**config.mk**
```make
export PLATFORM = sky130hd
export DESIGN_NAME = alu_seq
export DESIGN_NICKNAME = d
export VERILOG_FILES = /design/src/rtl/alu_pkg.sv /design/src/rtl/resp_fifo.sv /design/src/rtl/alu_seq.sv
export SDC_FILE = /design/constraint.sdc
export NUM_CORES = 1
export LEC_CHECK = 0
export ABC_AREA = 0
export CAP_MARGIN = 20
export CORE_MARGIN = 4
export CORE_UTILIZATION = 30
export CTS_CLUSTER_DIAMETER = 40
export DETAILED_ROUTE_END_ITERATION = 6
export GPL_TIMING_DRIVEN = 0
export SLEW_MARGIN = 25
export SYNTH_ARGS = -nofsm -noshare
export SYNTH_HDL_FRONTEND = slang
export SYNTH_SLANG_ARGS = --single-unit
```
**constraint.sdc**
```tcl
create_clock -name Clk -period 5.08 [get_ports Clk]
set_input_delay 0.762 -clock Clk [delete_from_list [all_inputs] [get_ports Clk]]
set_output_delay 0.762 -clock Clk [all_outputs]
set_load 0.005 [all_outputs]
```
**src/rtl/alu_pkg.sv**
```systemverilog
// Shared definitions for the ALU sequencer: opcodes, FSM states and the response record.
package alu_pkg;

    localparam int ALU_W = 8;

    localparam logic ALU_ADD = 1'b0;
    localparam logic ALU_SUB = 1'b1;

    typedef enum logic {
        IDLE = 1'b0,
        EXEC = 1'b1
    } state_t;

    // Response record at the default width; the sequencer packs the same field order.
    typedef struct packed {
        logic [ALU_W-1:0] data;
        logic             zero;
        logic             lt;
        logic             err;
    } resp_t;

endpackage

```
**src/rtl/resp_fifo.sv**
```systemverilog
// Small synchronous FIFO holding ALU responses until the consumer pops them.
module resp_fifo #(
    parameter int WIDTH = 11,
    parameter int DEPTH = 2,
    parameter int CW    = $clog2(DEPTH) + 1
) (
    input  logic             clk,
    input  logic             rst_n,
    input  logic             push,
    input  logic [WIDTH-1:0] push_data,
    input  logic             pop,
    output logic [WIDTH-1:0] pop_data,
    output logic [CW-1:0]    count,
    output logic             full,
    output logic             empty
);

    localparam int AW = (DEPTH > 1) ? $clog2(DEPTH) : 1;

    logic [WIDTH-1:0] mem [DEPTH];
    logic [AW-1:0]    wr_ptr;
    logic [AW-1:0]    rd_ptr;
    logic             do_push;
    logic             do_pop;

    assign full     = (count == CW'(DEPTH));
    assign empty    = (count == '0);
    assign do_push  = push && !full;
    assign do_pop   = pop && !empty;
    assign pop_data = mem[rd_ptr];

    always_ff @(posedge clk) begin
        if (do_push) begin
            mem[wr_ptr] <= push_data;
        end
    end

    // DEPTH is a power of two, so pointers wrap by natural overflow.
    always_ff @(posedge clk or negedge rst_n) begin
        if (!rst_n) begin
            wr_ptr <= '0;
            rd_ptr <= '0;
            count  <= '0;
        end else begin
            if (do_push) begin
                wr_ptr <= wr_ptr + AW'(1);
            end
            if (do_pop) begin
                rd_ptr <= rd_ptr + AW'(1);
            end
            case ({do_push, do_pop})
                2'b10:   count <= count + CW'(1);
                2'b01:   count <= count - CW'(1);
                default: count <= count;
            endcase
        end
    end

endmodule

```
**src/rtl/alu_seq.sv**
```systemverilog
// Drives one command at a time into a combinational ALU, checks its result against
// a local reference and queues {result, flags, err} in order for the consumer.
module alu_seq
    import alu_pkg::*;
#(
    parameter int W     = 8,
    parameter int DEPTH = 2
) (
    input  logic         Clk,
    input  logic         Reset_n,
    input  logic         CmdValid,
    output logic         CmdReady,
    input  logic [W-1:0] CmdA,
    input  logic [W-1:0] CmdB,
    input  logic         CmdOp,
    output logic [W-1:0] AluA,
    output logic [W-1:0] AluB,
    output logic         AluOp,
    input  logic [W-1:0] AluOut,
    input  logic         AluZero,
    input  logic         AluLT,
    output logic         RespValid,
    input  logic         RespReady,
    output logic [W-1:0] RespData,
    output logic         RespZero,
    output logic         RespLT,
    output logic         RespErr,
    output logic [7:0]   OpCount,
    output logic [7:0]   ErrCount
);

    localparam int CW = $clog2(DEPTH) + 1;
    localparam int RW = W + 3;

    state_t         state;
    state_t         state_nxt;
    logic [W-1:0]   op_a;
    logic [W-1:0]   op_b;
    logic           op_sel;
    logic [W-1:0]   expected;
    logic           result_err;
    logic           accept;
    logic           push;
    logic           pop;
    logic [RW-1:0]  push_data;
    logic [RW-1:0]  head_data;
    logic [CW-1:0]  fifo_count;
    logic           fifo_full;
    logic           fifo_empty;

    always_ff @(posedge Clk or negedge Reset_n) begin
        if (!Reset_n) begin
            state <= IDLE;
        end else begin
            state <= state_nxt;
        end
    end

    // Ready depends only on registered FIFO occupancy, never on RespReady this cycle.
    always_comb begin
        state_nxt = state;
        CmdReady  = 1'b0;
        case (state)
            IDLE: begin
                CmdReady = (fifo_count < CW'(DEPTH));
                if (CmdValid && CmdReady) begin
                    state_nxt = EXEC;
                end
            end
            EXEC: begin
                state_nxt = IDLE;
            end
            default: begin
                state_nxt = IDLE;
            end
        endcase
    end

    assign accept = CmdValid && CmdReady;
    assign push   = (state == EXEC);
    assign pop    = RespValid && RespReady;

    always_ff @(posedge Clk or negedge Reset_n) begin
        if (!Reset_n) begin
            op_a   <= '0;
            op_b   <= '0;
            op_sel <= ALU_ADD;
        end else if (accept) begin
            op_a   <= CmdA;
            op_b   <= CmdB;
            op_sel <= CmdOp;
        end
    end

    assign AluA  = op_a;
    assign AluB  = op_b;
    assign AluOp = op_sel;

    assign expected   = (op_sel == ALU_SUB) ? (op_a - op_b) : (op_a + op_b);
    assign result_err = (AluOut != expected);
    assign push_data  = {AluOut, AluZero, AluLT, result_err};

    // Both counters stick at all-ones rather than wrapping.
    always_ff @(posedge Clk or negedge Reset_n) begin
        if (!Reset_n) begin
            OpCount  <= '0;
            ErrCount <= '0;
        end else if (push) begin
            if (OpCount != 8'hFF) begin
                OpCount <= OpCount + 8'd1;
            end
            if (result_err && (ErrCount != 8'hFF)) begin
                ErrCount <= ErrCount + 8'd1;
            end
        end
    end

    resp_fifo #(
        .WIDTH (RW),
        .DEPTH (DEPTH),
        .CW    (CW)
    ) u_resp_fifo (
        .clk       (Clk),
        .rst_n     (Reset_n),
        .push      (push),
        .push_data (push_data),
        .pop       (pop),
        .pop_data  (head_data),
        .count     (fifo_count),
        .full      (fifo_full),
        .empty     (fifo_empty)
    );

    assign RespValid = !fifo_empty;
    assign {RespData, RespZero, RespLT, RespErr} = head_data;

    // Admission control guarantees the EXEC push always finds space.
    a_no_push_when_full: assert property (@(posedge Clk) disable iff (!Reset_n) !(push && fifo_full));

endmodule

```
==> metrics.txt <==
Post-synth EDFFs 22; RSZ-0062 raised after global routing no; Starting Density a little under a third; Worst Tran Pin Value ~1 ns; worst clock skew 0.00668 ns; placed cells 438; pwr dens 712 nW/um^2; Bufs and invs on worst path 1; Async SR Flop Fraction ~63%; synthesis warning total 0; Comb pwr share 55.0%; CTS resizes 0; VDD IR-drop max between 0.4 and 0.5 mV; count of pins over their slew limit 0; crit-path max FO 8; Post-Synthesis Cells 232; Sw Pwr 1.08 mW; startpoint types flop; Hold Slack 0.366 ns; sequential-to-total area share from yosys stat 55.3%; WL final around 6500 microns; Synth Net Count 275; crit-path leading delay family compound AO/OA/AOI/OAI gates; Die Height 107 microns; PortBufs 76; Post-Synth XOR/XNOR Area 11.4%; Slew headroom between 30% and 40%; TritonCTS clock tree yes; Netlist Area Pre-Place 2910 sq um; First DRT Iteration DRCs 39; number of max-cap violations 0; initial antenna violation count 0; vias in the first global route 2,038; Top cell by count, worst path ha_1; Post-CTS Setup Bufs 0; core area 9330 sq um; Synth Register Bits 60; clk slew on worst S/H paths 0.07 ns; Reg power frac ~29%; die span in x 107 microns; most numerous cell in the Yosys netlist dfrtp_1; final net count between 300 and 400; buffers from clock root to sink, at most 2; Crit Path Category flop to flop; # setup viols final 0; drt wl/cell 14.4 microns; f_max 268 MHz; Area contributors post-synth dfrtp_1 (33%), edfxtp_1 (23%), mux2_2 (9.7%); area share of the leading cell type in the synthesized netlist 32.6%; slowest stage delay, CP 0.73 ns; Ant. Diodes 0; Pre-Repair DR Iteration Count 4; post-DP HPWL just under 5000 microns; post-synthesis simple-gate area fraction between 10% and 20%; clk root buf clkbuf_8; post-synthesis adder-cell area fraction 5.41%; Net Sw Frac 37.3%; largest family of logic cells by synthesized area XOR/XNOR gates; CP Cell Sequence inv_1 > ha_1 > nor3b_1 > a21oi_1 > xnor2_1 > ha_1 > xor2_1 > or3_1 > o32ai_1 > a311oi_1 > a2111oi_4 > nor2_2 > mux2_4; latest clock arrival within the worst-skew pair roughly 0.33 ns; Synth Flop Type dfrtp_1; fin crit share 73.4%; DIE AREA 11,300 sq um; Fin. Hold Viols 0; ratio of cells with drive above 1 in the final layout 14.5%; clock network power share 15.9%; CP required 5.30 ns; first-pass GRT wire length slightly above 10,000 microns; CP Capture Type flop; synth unique cells 38; final worst path period need ~3.7 ns; top cells by count, synth dfrtp_1 (38), mux2_2 (25), xnor2_1 (25), edfxtp_1 (22); area added between synthesis and finish 39.5%; CTS buffer count 9; Worst path slowest cell a2111oi_4; area leader, netlist dfrtp_1; Min-Delay Path Class primary input to asynchronous set/reset pin; status complete, no violations; Non-Filler Instances 454; Total GRT Usage 11.9%; placed cell area slightly below 4000 sq um; mux share of post-synthesis cell area 10.2%; vias per cell approximately 4.5; Setup TNS 0 ns; Sink Count 60; final instance area 4060 sq um; Hold Buf Count CTS 0; gpl congestion 0.753; cell row count 35; drc violations 0; Critical Path AT 3.95 ns; Avg Cell Area, Syn 12.6 sq um; I/O pin cnt 77; Detail Route Antenna Nets 0; Synth Area in Compound Gates between 5 and 6%; Int Pwr 1.81 mW; largest net degree at the start of global routing 23; Vias 2,031; # H-tree levels 3; Overflow after GRT 0; Pleak 1.56 nW
==> power by group through the flow <==
stage                     sequential (mW)  clock [mW]  combinational [mW]
after floorplan                     0.830           0                1.05
after global placement              0.848           0                1.58
after detailed placement            0.851           0                1.61
after CTS                           0.845       0.477                1.62
after global routing                0.874       0.498                1.76
final                               0.842       0.459                1.59
==> placed cells by master (no fill, tap or decap), types with 9 or more instances in the layout <==
cell type        synthesis  layout
edfxtp_1                22      22
nand2_1                 15      15
xnor2_1                 25      25
nor2_1                  15      15
clkbuf_8                 0       9
clkdlybuf4s50_1          0      75
xor2_1                  13      13
dfrtp_1                 38      38
nand3_1                 10      10
mux2_2                  25      25
ha_1                    11      11
==> cell type report <==
cell class                 count  area [sq um]
buffer                         5          18.8
clock buffer                  10           128
clock inverter                 6          78.8
fill                         894          5260
inverter                       8          30.0
multi-input combinational    159          1250
sequential                    60          1610
tap                          129           161
timing repair buffer          77           783
==> worst paths after layout <==
kind                                                   to  slack [ns]                           start  cells past startpoint
hold reg to reg            u_resp_fifo.wr_ptr$_DFFE_PN0P_        0.50  u_resp_fifo.wr_ptr$_DFFE_PN0P_                      1
min in group Clk           u_resp_fifo.wr_ptr$_DFFE_PN0P_        0.50  u_resp_fifo.wr_ptr$_DFFE_PN0P_                      1
setup reg to reg                  ErrCount[1]$_DFFE_PN0P_        1.35             AluB[0]$_DFFE_PN0P_                     13
hold / removal                    ErrCount[5]$_DFFE_PN0P_        0.37                         Reset_n                      1
setup / recovery                  ErrCount[1]$_DFFE_PN0P_        1.35             AluB[0]$_DFFE_PN0P_                     13
max in group asynchronous             AluB[3]$_DFFE_PN0P_        4.25                         Reset_n                      2
==> stage by stage <==
step                total power [mW]  util (%)  worst slack (ns)
finish                          2.89      43.6              1.35
global route                    3.14      43.6              1.12
CTS                             2.94      43.6              1.35
detailed placement              2.46      41.4              1.36
global placement                2.43      41.1              1.46
floorplan                       1.87         -              1.91
==> layer usage <==
metal	track usage, %	share of wire [%]	vias up
li1	-	-	1000
met1	15.0	48	972
met2	18.7	45	53
met3	5.40	6.6	6
met4	3.01	0.86	0
met5	0	0	-
==> kinds of logic after synthesis <==
kind of cell | count (synthesis)
muxes | 26
xor gates and xnor gates | 38
buffers and inverters | 13
AOI/OAI and AO/OA | 21
DFF | 60
and+or+nand+nor | 62
adders and majority gates | 12
==> flip-flops by register name (all words and copies together) (netlist names) <==
| register | flops |
|---|---|
| OpCount | 8 |
| u_resp_fifo.mem | 22 |
| push | 1 |
| u_resp_fifo.rd_ptr | 1 |
| u_resp_fifo.count | 2 |
| ErrCount | 8 |
| AluOp | 1 |
| AluB | 8 |
| AluA | 8 |
| u_resp_fifo.wr_ptr | 1 |
Note: power is estimated with default switching activity, not from simulation.
